**src/rtl/grn_attractor_ctrl_pkg.sv**
```systemverilog
// Shared types and defaults for the GRN attractor sweep controller.
// State encodings are fixed 3-bit values so waveforms stay readable across builds.
package grn_attractor_ctrl_pkg;

    typedef enum logic [2:0] {
        ST_IDLE   = 3'd0,
        ST_LOAD   = 3'd1,
        ST_RUN    = 3'd2,
        ST_PERIOD = 3'd3,
        ST_OUT    = 3'd4,
        ST_FIN    = 3'd5
    } state_e;

    localparam int DEF_N_NODES   = 8;
    localparam int DEF_CNT_W     = 16;
    localparam int DEF_MAX_STEPS = 4096;

endpackage

```
**src/rtl/grn_attractor_ctrl_step_counter.sv**
```systemverilog
// Saturating step counter used for both the detection count (k) and the period count (p).
// Holds at limit_i so the controller can compare against the limit without wrap concerns.
module grn_attractor_ctrl_step_counter #(
    parameter int CNT_W = 16
) (
    input  logic             clk,
    input  logic             rst,
    input  logic             clear_i,
    input  logic             enable_i,
    input  logic [CNT_W-1:0] limit_i,
    output logic [CNT_W-1:0] count_o,
    output logic             at_limit_o
);

    logic [CNT_W-1:0] count_q, count_d;

    assign at_limit_o = (count_q == limit_i);
    assign count_o    = count_q;

    always_comb begin
        count_d = count_q;
        if (clear_i) begin
            count_d = '0;
        end else if (enable_i && !at_limit_o) begin
            count_d = count_q + 1'b1;
        end
    end

    always_ff @(posedge clk) begin
        if (rst) begin
            count_q <= '0;
        end else begin
            count_q <= count_d;
        end
    end

endmodule

```
**src/rtl/grn_attractor_ctrl.sv**
```systemverilog
// Sweeps a range of initial network states, running Floyd cycle detection on the node cells
// for each one and reporting steps-to-detection, attractor period and timeout per state.
module grn_attractor_ctrl
    import grn_attractor_ctrl_pkg::*;
#(
    parameter int N_NODES   = DEF_N_NODES,
    parameter int CNT_W     = DEF_CNT_W,
    parameter int MAX_STEPS = DEF_MAX_STEPS
) (
    input  logic               clk,
    input  logic               rst,
    input  logic               start,
    input  logic [N_NODES-1:0] first_state,
    input  logic [N_NODES-1:0] last_state,
    output logic               reset_nos,
    output logic [N_NODES-1:0] init_state,
    output logic               start_s0,
    output logic               start_s1,
    input  logic [N_NODES-1:0] s0_vec,
    input  logic [N_NODES-1:0] s1_vec,
    output logic               res_valid,
    input  logic               res_ready,
    output logic [N_NODES-1:0] res_init,
    output logic [CNT_W-1:0]   res_steps,
    output logic [CNT_W-1:0]   res_period,
    output logic               res_timeout,
    output logic               busy,
    output logic               done
);

    localparam logic [CNT_W-1:0] LIMIT   = CNT_W'(MAX_STEPS);
    localparam logic [CNT_W-1:0] RUN_MIN = CNT_W'(2);
    localparam logic [CNT_W-1:0] PER_MIN = CNT_W'(1);

    state_e             state_q, state_d;
    logic [N_NODES-1:0] cur_q, cur_d;
    logic [N_NODES-1:0] last_q, last_d;
    logic [CNT_W-1:0]   steps_q, steps_d;
    logic [CNT_W-1:0]   period_q, period_d;
    logic               timeout_q, timeout_d;

    logic [CNT_W-1:0]   k_cnt, p_cnt;
    logic               k_lim, p_lim;
    logic               nodes_eq, match_run, match_per;

    grn_attractor_ctrl_step_counter #(.CNT_W(CNT_W)) u_k_cnt (
        .clk        (clk),
        .rst        (rst),
        .clear_i    (state_q == ST_LOAD),
        .enable_i   (state_q == ST_RUN),
        .limit_i    (LIMIT),
        .count_o    (k_cnt),
        .at_limit_o (k_lim)
    );

    // p is held at zero outside PERIOD so it reads 0 on the entry cycle.
    grn_attractor_ctrl_step_counter #(.CNT_W(CNT_W)) u_p_cnt (
        .clk        (clk),
        .rst        (rst),
        .clear_i    (state_q != ST_PERIOD),
        .enable_i   (state_q == ST_PERIOD),
        .limit_i    (LIMIT),
        .count_o    (p_cnt),
        .at_limit_o (p_lim)
    );

    assign nodes_eq  = (s0_vec == s1_vec);
    assign match_run = (state_q == ST_RUN)    && (k_cnt >= RUN_MIN) && nodes_eq;
    assign match_per = (state_q == ST_PERIOD) && (p_cnt >= PER_MIN) && nodes_eq;

    assign reset_nos   = (state_q == ST_LOAD);
    assign start_s0    = (state_q == ST_RUN) && !match_run;
    assign start_s1    = ((state_q == ST_RUN) && !match_run) || ((state_q == ST_PERIOD) && !match_per);
    assign init_state  = cur_q;
    assign res_valid   = (state_q == ST_OUT);
    assign res_init    = cur_q;
    assign res_steps   = steps_q;
    assign res_period  = period_q;
    assign res_timeout = timeout_q;
    assign busy        = (state_q != ST_IDLE);
    assign done        = (state_q == ST_FIN);

    always_comb begin
        state_d   = state_q;
        cur_d     = cur_q;
        last_d    = last_q;
        steps_d   = steps_q;
        period_d  = period_q;
        timeout_d = timeout_q;
        unique case (state_q)
            ST_IDLE: begin
                if (start) begin
                    cur_d   = first_state;
                    last_d  = last_state;
                    state_d = (last_state < first_state) ? ST_FIN : ST_LOAD;
                end
            end
            ST_LOAD: begin
                steps_d   = '0;
                period_d  = '0;
                timeout_d = 1'b0;
                state_d   = ST_RUN;
            end
            ST_RUN: begin
                if (match_run) begin
                    steps_d = k_cnt;
                    state_d = ST_PERIOD;
                end else if (k_lim) begin
                    steps_d   = k_cnt;
                    period_d  = '0;
                    timeout_d = 1'b1;
                    state_d   = ST_OUT;
                end
            end
            ST_PERIOD: begin
                if (match_per) begin
                    period_d = p_cnt;
                    state_d  = ST_OUT;
                end else if (p_lim) begin
                    period_d  = '0;
                    timeout_d = 1'b1;
                    state_d   = ST_OUT;
                end
            end
            ST_OUT: begin
                // Terminating on cur==last before incrementing keeps the all-ones state from wrapping.
                if (res_ready) begin
                    if (cur_q == last_q) begin
                        state_d = ST_FIN;
                    end else begin
                        cur_d   = cur_q + 1'b1;
                        state_d = ST_LOAD;
                    end
                end
            end
            ST_FIN: begin
                state_d = ST_IDLE;
            end
            default: begin
                state_d = ST_IDLE;
            end
        endcase
    end

    always_ff @(posedge clk) begin
        if (rst) begin
            state_q   <= ST_IDLE;
            cur_q     <= '0;
            steps_q   <= '0;
            period_q  <= '0;
            timeout_q <= 1'b0;
        end else begin
            state_q   <= state_d;
            cur_q     <= cur_d;
            steps_q   <= steps_d;
            period_q  <= period_d;
            timeout_q <= timeout_d;
        end
    end

    // The sweep bound is only read after IDLE has loaded it, so it needs no reset.
    always_ff @(posedge clk) begin
        last_q <= last_d;
    end

endmodule
```
**config.mk**
```make
export PLATFORM = sky130hd
export DESIGN_NAME = grn_attractor_ctrl
export DESIGN_NICKNAME = d
export VERILOG_FILES = /design/src/rtl/grn_attractor_ctrl_pkg.sv /design/src/rtl/grn_attractor_ctrl_step_counter.sv /design/src/rtl/grn_attractor_ctrl.sv
export SDC_FILE = /design/constraint.sdc
export NUM_CORES = 1
export LEC_CHECK = 0
export ABC_AREA = 1
export CAP_MARGIN = 20
export CORE_ASPECT_RATIO = 1.5
export CORE_MARGIN = 2
export CORE_UTILIZATION = 55
export CTS_BUF_LIST = sky130_fd_sc_hd__clkbuf_8
export DETAILED_ROUTE_END_ITERATION = 7
export PLACE_DENSITY = 0.92
export SLEW_MARGIN = 25
export SYNTH_ARGS = -nofsm -noshare
export SYNTH_HDL_FRONTEND = slang
export SYNTH_SLANG_ARGS = --single-unit
```
**constraint.sdc**
```tcl
create_clock -name clk -period 2.18 [get_ports clk]
set_clock_uncertainty 0.2 [all_clocks]
set_input_delay 0.327 -clock clk [delete_from_list [all_inputs] [get_ports clk]]
set_output_delay 0.327 -clock clk [all_outputs]
set_load 0.05 [all_outputs]
```
==> results of run 1 <==
flip-flops by register name, summed over array words and instances, names as in the netlist:
name             flops
init_state           8
last_q               8
res_period          16
res_steps           16
res_timeout          1
state_q              3
u_k_cnt.count_o     16
u_p_cnt.count_o     16
per-layer routing:
metal,vias up,global-route usage (%),part of all wire (%)
met5,-,0,0
met4,0,26.1,10
met3,235,4.87,10
met2,586,59.6,48
met1,2889,30.9,31
li1,2766,-,-
worst max-delay path, cell delays in order:
cell and delay, ps:
clkdlybuf4s50_1 510, nand2_1 70, nand2_1 90, inv_1 50, nor2_1 130, nand2_1 120
nor2_4 140, nand2_4 80, buf_4 130, buf_4 120, buf_4 120, buf_4 140
nand2_4 60, nand2_2 50, o21ai_2 200, nand2_1 130, inv_1 110
path summary, 6_finish.rpt:
path | from | endpoint | slack, ps
worst max-delay path | s1_vec[2] | state_q[0]$_SDFFE_PP0P_ | -270
worst min-delay path | res_timeout$_SDFFE_PP0P_ | res_timeout$_SDFFE_PP0P_ | 260
worst max register to register | u_k_cnt.count_o[8]$_SDFFE_PP0P_ | state_q[0]$_SDFFE_PP0P_ | -240
worst min register to register | res_timeout$_SDFFE_PP0P_ | res_timeout$_SDFFE_PP0P_ | 260
through the flow:
| step | instance area [sq um] | total power (W) |
|---|---|---|
| 3_3_place_gp | 6600 | 0.00705 |
| 2_1_floorplan | 5200 | 0.00577 |
| 3_5_place_dp | 6600 | 0.00720 |
| 5_1_grt | 7240 | 0.00963 |
| 4_1_cts | 6900 | 0.00845 |
| 6_report | 7240 | 0.00926 |
final cells by class:
type	instances	area, sq um	area share, %
diodes	1	2.50	0.0346
clock buffers	10	138	1.90
clock inverters	6	71.3	0.985
inverters	122	465	6.43
multi-input cells	544	3050	42.2
flip-flops and latches	84	1770	24.4
well taps	112	140	1.94
repair buffers	173	1600	22.1
cells by family after synthesis:
| logic type | synth area share (%) |
|---|---|
| buffers and inverters | 12.2 |
| and+or+nand+nor | 38.3 |
| xor gates and xnor gates | 2.36 |
| DFF | 33.9 |
| adders and majority gates | 3.37 |
| AOI/OAI and AO/OA | 9.84 |
power groups by stage:
stage	Clock [W]	Combinational, W	Sequential (W)
floorplan	0	0.00249	0.00329
global placement	0	0.00478	0.00227
detailed placement	0	0.00492	0.00229
CTS	0.00120	0.00500	0.00225
global route	0.00128	0.00602	0.00233
finish	0.00123	0.00573	0.00229
repair_timing:
item / CTS / global route
cloned: 1 / 3
setup endpoints to repair: 33 / 44
buffers inserted: 6 / 9
pin swaps: 12 / 24
gates resized for setup: 32 / 63
endpoints found under the hold margin: 0 / 0
cell usage in the layout, fill, tap and decap left out, types with 8 or more instances in the layout:
cell	count
a21oi_1	56
buf_4	82
clkbuf_8	10
clkdlybuf4s50_1	58
dfxtp_1	72
dlygate4sd2_1	12
dlymetal6s2s_1	12
edfxtp_1	8
ha_1	12
inv_1	104
inv_2	14
nand2_1	162
nand2_2	19
nand2_4	8
nand3_1	45
nand4_1	16
nor2_1	88
nor2_2	28
nor2_4	13
nor3_1	12
o21ai_0	26
xnor2_1	8
==> results_dict.tcl, run 1 <==
set metrics [dict create \
    slew_viol_final 0 \
    core_area_sq_mm 0.00920 \
    root_buffer "clkbuf_8" \
    dp_cells 1016 \
    die_w_um 83.4 \
    synth_common_cells "nand2_1 (172), inv_1 (109), nor2_1 (104), dfxtp_1 (76), a21oi_1 (56)" \
    initial_core_util_pct 56.5 \
    nFillCells 523 \
    yosysTopAreaCell "dfxtp_1" \
    first_global_vias 5865 \
    drive_above_1_share_pct 23.9 \
    max-slew-margin-rel_pct 59.0 \
    cp_max_fo 2 \
    setup_viol 33 \
    cts_sinks 84 \
    hold_buffers 0 \
    ioPinCount 91 \
    die-area_sq_mm 0.0103 \
    antenna_left 0 \
    track_usage_pct 31.9 \
    drtIter0Drc 877 \
    ys_warn_count 0 \
    synth_area_leaders "dfxtp_1 (29%), nand2_1 (12%), inv_1 (7.9%), nor2_1 (7.5%), a21oi_1 (5.4%)" \
    synthesis.area_sq_mm 0.00520 \
    grt_first_pass_wirelength_um 26400 \
    antenna_found_initial 1 \
    dpl_worst_slack_ps -591 \
    cts_tree "built" \
    via_per_inst 6.16 \
    setup_tns_ps -3500 \
    syn_avg_cell_area_sq_um 6.73 \
    worstSetupStartpointType "input port" \
    synth_top_area_share_pct 29.3 \
    synth_seq_area_share_pct 33.9 \
    grt-ovfl-total 0 \
    yosysMostFrequentCell "nand2_1" \
    period_share_pct 112 \
    p_per_area_mw_per_mm2 1280 \
    crit_type "input port to flip-flop" \
    rr_worst_depth 17 \
    num_vias 6476 \
    period_minus_slack_ps 2450 \
    crit_required_ps 2320 \
    power_frac_clock_pct 13.3 \
    async_flop_share_pct 0 \
    routabilityCongestion 0.971 \
    wire_per_inst_um 19.0 \
    die_y_um 123 \
    clk_pin_slew_ps 110 \
    synth-seq-cells 84 \
    seqPwrFrac_pct 24.8 \
    h-tree-depth 3 \
    worst_ir_drop_vdd_mv 1.06 \
    synth_ff_type "dfxtp_1" \
    clk_path_buf_depth 2 \
    violations "design-rule violations, negative setup slack" \
    wl_um 20000 \
    layoutNonFillerInstCount 1052 \
    rsz0062_at_grt "yes" \
    synthToLayoutAreaGrowth_pct 39.2 \
    syn_nets 823 \
    rows 43 \
    worst_slack_ps -272 \
    fmax_mhz 408 \
    synth_edf_count 8 \
    cp.arrival_ps 2590 \
    hpwl_um 10900 \
    synth_cells 773 \
    insertion_delay_ps 400 \
    intPower_w 0.00443 \
    cts_made_buffers 9 \
    cap_violations 0 \
    ys_types 46 \
    hp-class "flip-flop to flip-flop" \
    hold_viol 0 \
    fin_util_pct 78.7 \
    switching_power_w 0.00483 \
    finalNetCount 984 \
    first_pass_iters 8 \
    drc 37 \
    p_leak_nw 3.33 \
    status "finished, violations left" \
    switching_share_pct 52.1 \
    tightest_slew_ps 608 \
    combPwrFrac_pct 61.9 \
    hold_ws_ps 263 \
    port_buffers 90 \
    crit_path_end_kind "flip-flop" \
    whs_path_depth 2 \
    grt_start_max_net_pins 33 \
]
No activity file was read; power rests on OpenSTA's default activity.
==> run 2: changes to the inputs <==
--- a/config.mk
+++ b/config.mk
@@ -6,12 +6,14 @@
 export NUM_CORES = 1
 export LEC_CHECK = 0
 export ABC_AREA = 1
+export ABC_CLOCK_PERIOD_IN_PS = 2400
 export CAP_MARGIN = 20
 export CORE_ASPECT_RATIO = 1.5
 export CORE_MARGIN = 2
 export CORE_UTILIZATION = 55
 export CTS_BUF_LIST = sky130_fd_sc_hd__clkbuf_8
 export DETAILED_ROUTE_END_ITERATION = 7
+export HOLD_SLACK_MARGIN = 0.15
 export PLACE_DENSITY = 0.92
 export SLEW_MARGIN = 25
 export SYNTH_ARGS = -nofsm -noshare
==> constraint.sdc (replaced) <==
create_clock -name clk -period 2.4 [get_ports clk]
set_clock_uncertainty 0.2 [all_clocks]
set_input_delay 0.36 -clock clk [delete_from_list [all_inputs] [get_ports clk]]
set_output_delay 0.36 -clock clk [all_outputs]
set_load 0.05 [all_outputs]
==> run 2 against run 1 <==
The run ends with negative setup slack left. Count of clock-buffer cells in the layout unchanged. Worst setup slack better by 250 ps. Critical path depth down 5. Register-to-register slack better by 440 ps. Wire length down 29%. Combinational power down 23%. Global-route usage down 4.6 points. Clock power about the same. Highest routed layer unchanged.
==> results_dict.tcl, run 2 (synthesized netlist as in run 1, its figures left out) <==
set metrics [dict create \
    core_area_sq_mm 0.00920 \
    nFillCells 665 \
    grt_first_pass_wirelength_um 22500 \
    clk_path_buf_depth 2 \
    drtIter0Drc 413 \
    cts_sinks 84 \
    antenna_found_initial 0 \
    root_buffer "clkbuf_8" \
    max-slew-margin-rel_pct 55.0 \
    regArea_sq_mm 0.00176 \
    die-area_sq_mm 0.0103 \
    drive_above_1_share_pct 15.6 \
    cts_tree "built" \
    layoutNonFillerInstCount 997 \
    num_vias 5415 \
    fmax_mhz 413 \
    dpl_worst_slack_ps -389 \
    dp_cells 978 \
    hp-start "res_timeout$_SDFFE_PP0P_" \
    switching_share_pct 49.0 \
    rsz0062_at_grt "yes" \
    crit_type "input port to output port" \
    insertion_delay_ps 370 \
    worstSetupStartpointType "input port" \
    crit_chain "clkdlybuf4s50_1 -> inv_1 -> nand2_1 -> nand2_1 -> clkinv_1 -> nand2_1 -> nor2_2 -> buf_4 -> nand3_4 -> nand2_1 -> nand2_2 -> buf_8" \
    ioPinCount 91 \
    hold_ws_ps 270 \
    combPwrFrac_pct 57.3 \
    worst_ir_drop_vdd_mv 0.916 \
    finalNetCount 930 \
    hp-class "flip-flop to flip-flop" \
    hold_viol 0 \
    cp_slowest_cell "clkdlybuf4s50_1" \
    cp.arrival_ps 1860 \
    cp_common_cell "nand2_1" \
    fin_area_sq_mm 0.00664 \
    p_per_area_mw_per_mm2 1170 \
    max_stage_delay_ps 490 \
    clk_pin_slew_ps 70 \
    worst_slack_ps -22.4 \
    whs_path_depth 2 \
    initial_core_util_pct 56.5 \
    via_per_inst 5.43 \
    die_y_um 123 \
    hold_buffers 0 \
    first_pass_iters 5 \
    period_share_pct 101 \
    cts_made_buffers 9 \
    rr_worst_depth 13 \
    multiInputGateArea_sq_mm 0.00287 \
    hold-path-endpoint "res_timeout$_SDFFE_PP0P_" \
    crit_path_end_kind "output port" \
    fin_util_pct 72.1 \
    violations "negative setup slack" \
    synthToLayoutAreaGrowth_pct 27.7 \
    switching_power_w 0.00379 \
    h-tree-depth 3 \
    crit_required_ps 1840 \
    r2r_slack_ps 200 \
    r2r-end "res_steps[14]$_SDFFE_PP0P_" \
    port_buffers 90 \
    wl_um 14200 \
    intPower_w 0.00395 \
    num_antenna_cells 0 \
    grt_start_max_net_pins 37 \
    reg2reg_from "u_k_cnt.count_o[0]$_SDFFE_PP0P_" \
    die_w_um 83.4 \
    status "finished, violations left" \
    rows 43 \
    first_global_vias 5104 \
    antenna_left 0 \
    cp_max_fo 3 \
    period_minus_slack_ps 2420 \
    dpl_cell_area_sq_mm 0.00628 \
    tightest_slew_ps 673 \
    drc 0 \
    final_common_cell "nand2_1" \
    grt-ovfl-total 0 \
    cap_violations 0 \
    wire_per_inst_um 14.2 \
    seqPwrFrac_pct 26.6 \
    track_usage_pct 27.3 \
    power_frac_clock_pct 16.1 \
    p_leak_nw 2.86 \
    setup_viol 1 \
    routabilityCongestion 0.987 \
    hpwl_um 9710 \
    slew_viol_final 0 \
    final_cell_mix "nand2_1 (169), inv_1 (104), nor2_1 (103)" \
]
==> run 2: cell types whose count changed in the layout (fill, tap and decap cells not counted), moves of 3 or more <==
| cell | before | now |
|---|---|---|
| nand2_4 | 8 | 5 |
| buf_12 | 5 | 0 |
| dlygate4sd2_1 | 12 | 0 |
| dlymetal6s2s_1 | 12 | 2 |
| nand3_4 | 6 | 3 |
| nor2_1 | 88 | 103 |
| clkdlybuf4s50_1 | 58 | 82 |
| nand2_2 | 19 | 15 |
| buf_4 | 82 | 35 |
| nor2_2 | 28 | 18 |
| nand2_1 | 162 | 169 |
| nor2_4 | 13 | 7 |
==> run 2: per-stage QoR <==
step | total power, W | TNS (ps)
3_3_place_gp | 0.00625 | -4660
6_report | 0.00773 | -22.4
3_5_place_dp | 0.00634 | -5950
2_1_floorplan | 0.00525 | 0
4_1_cts | 0.00764 | 0
5_1_grt | 0.00817 | -268
==> run 2: worst max-delay path: cells and delay by family <==
kind,cells,cell delay (ps)
buf+inv,5,890
simple gates,7,590
==> run 2: how the worst max path moves through the flow <==
| stage | startpoint | end | slack, ps | cells after the start |
|---|---|---|---|---|
| after global routing | s1_vec[6] | start_s1 | -90 | 12 |
| after CTS | u_k_cnt.count_o[0]$_SDFFE_PP0P_ | start_s0 | 6 | 13 |
| after floorplan | state_q[0]$_SDFFE_PP0P_ | u_k_cnt.count_o[9]$_SDFFE_PP0P_ | 270 | 6 |
| after detailed placement | s1_vec[6] | res_steps[14]$_SDFFE_PP0P_ | -390 | 12 |
| final | s1_vec[6] | start_s1 | -20 | 12 |
| after global placement | s0_vec[6] | res_steps[5]$_SDFFE_PP0P_ | -300 | 12 |
==> run 2: repair_timing <==
| action | 4_1_cts | 5_1_grt |
|---|---|---|
| setup buffers | 1 | 1 |
| gates cloned | 0 | 1 |
| pin swaps | 6 | 9 |
| gates resized for setup | 12 | 14 |
| hold endpoints to repair | 0 | 0 |
| endpoints found under the setup margin | 18 | 9 |
==> run 2: area by class of cell <==
cell class | instances | share of cell area (%)
tap | 112 | 2.11
inverter | 122 | 6.98
multi-input combinational | 541 | 43.3
clock inverter | 6 | 1.68
sequential | 84 | 26.6
timing repair buffer | 122 | 17.3
clock buffer | 10 | 2.07
==> run 2: power by group through the flow <==
stage,clock network (W),registers [W],logic (W)
after floorplan,0,0.00298,0.00226
after global placement,0,0.00206,0.00419
after detailed placement,0,0.00208,0.00426
after CTS,0.00125,0.00205,0.00433
after global routing,0.00132,0.00211,0.00475
final,0.00125,0.00206,0.00443
==> run 2: layer usage <==
layer / up-vias / GRT usage, % / wire [um]
li1: 2648 / - / -
met1: 2474 / 27.2 / 5070
met2: 237 / 51.8 / 7620
met3: 56 / 5.94 / 842
met4: 0 / 15.7 / 673
met5: - / 0 / 0
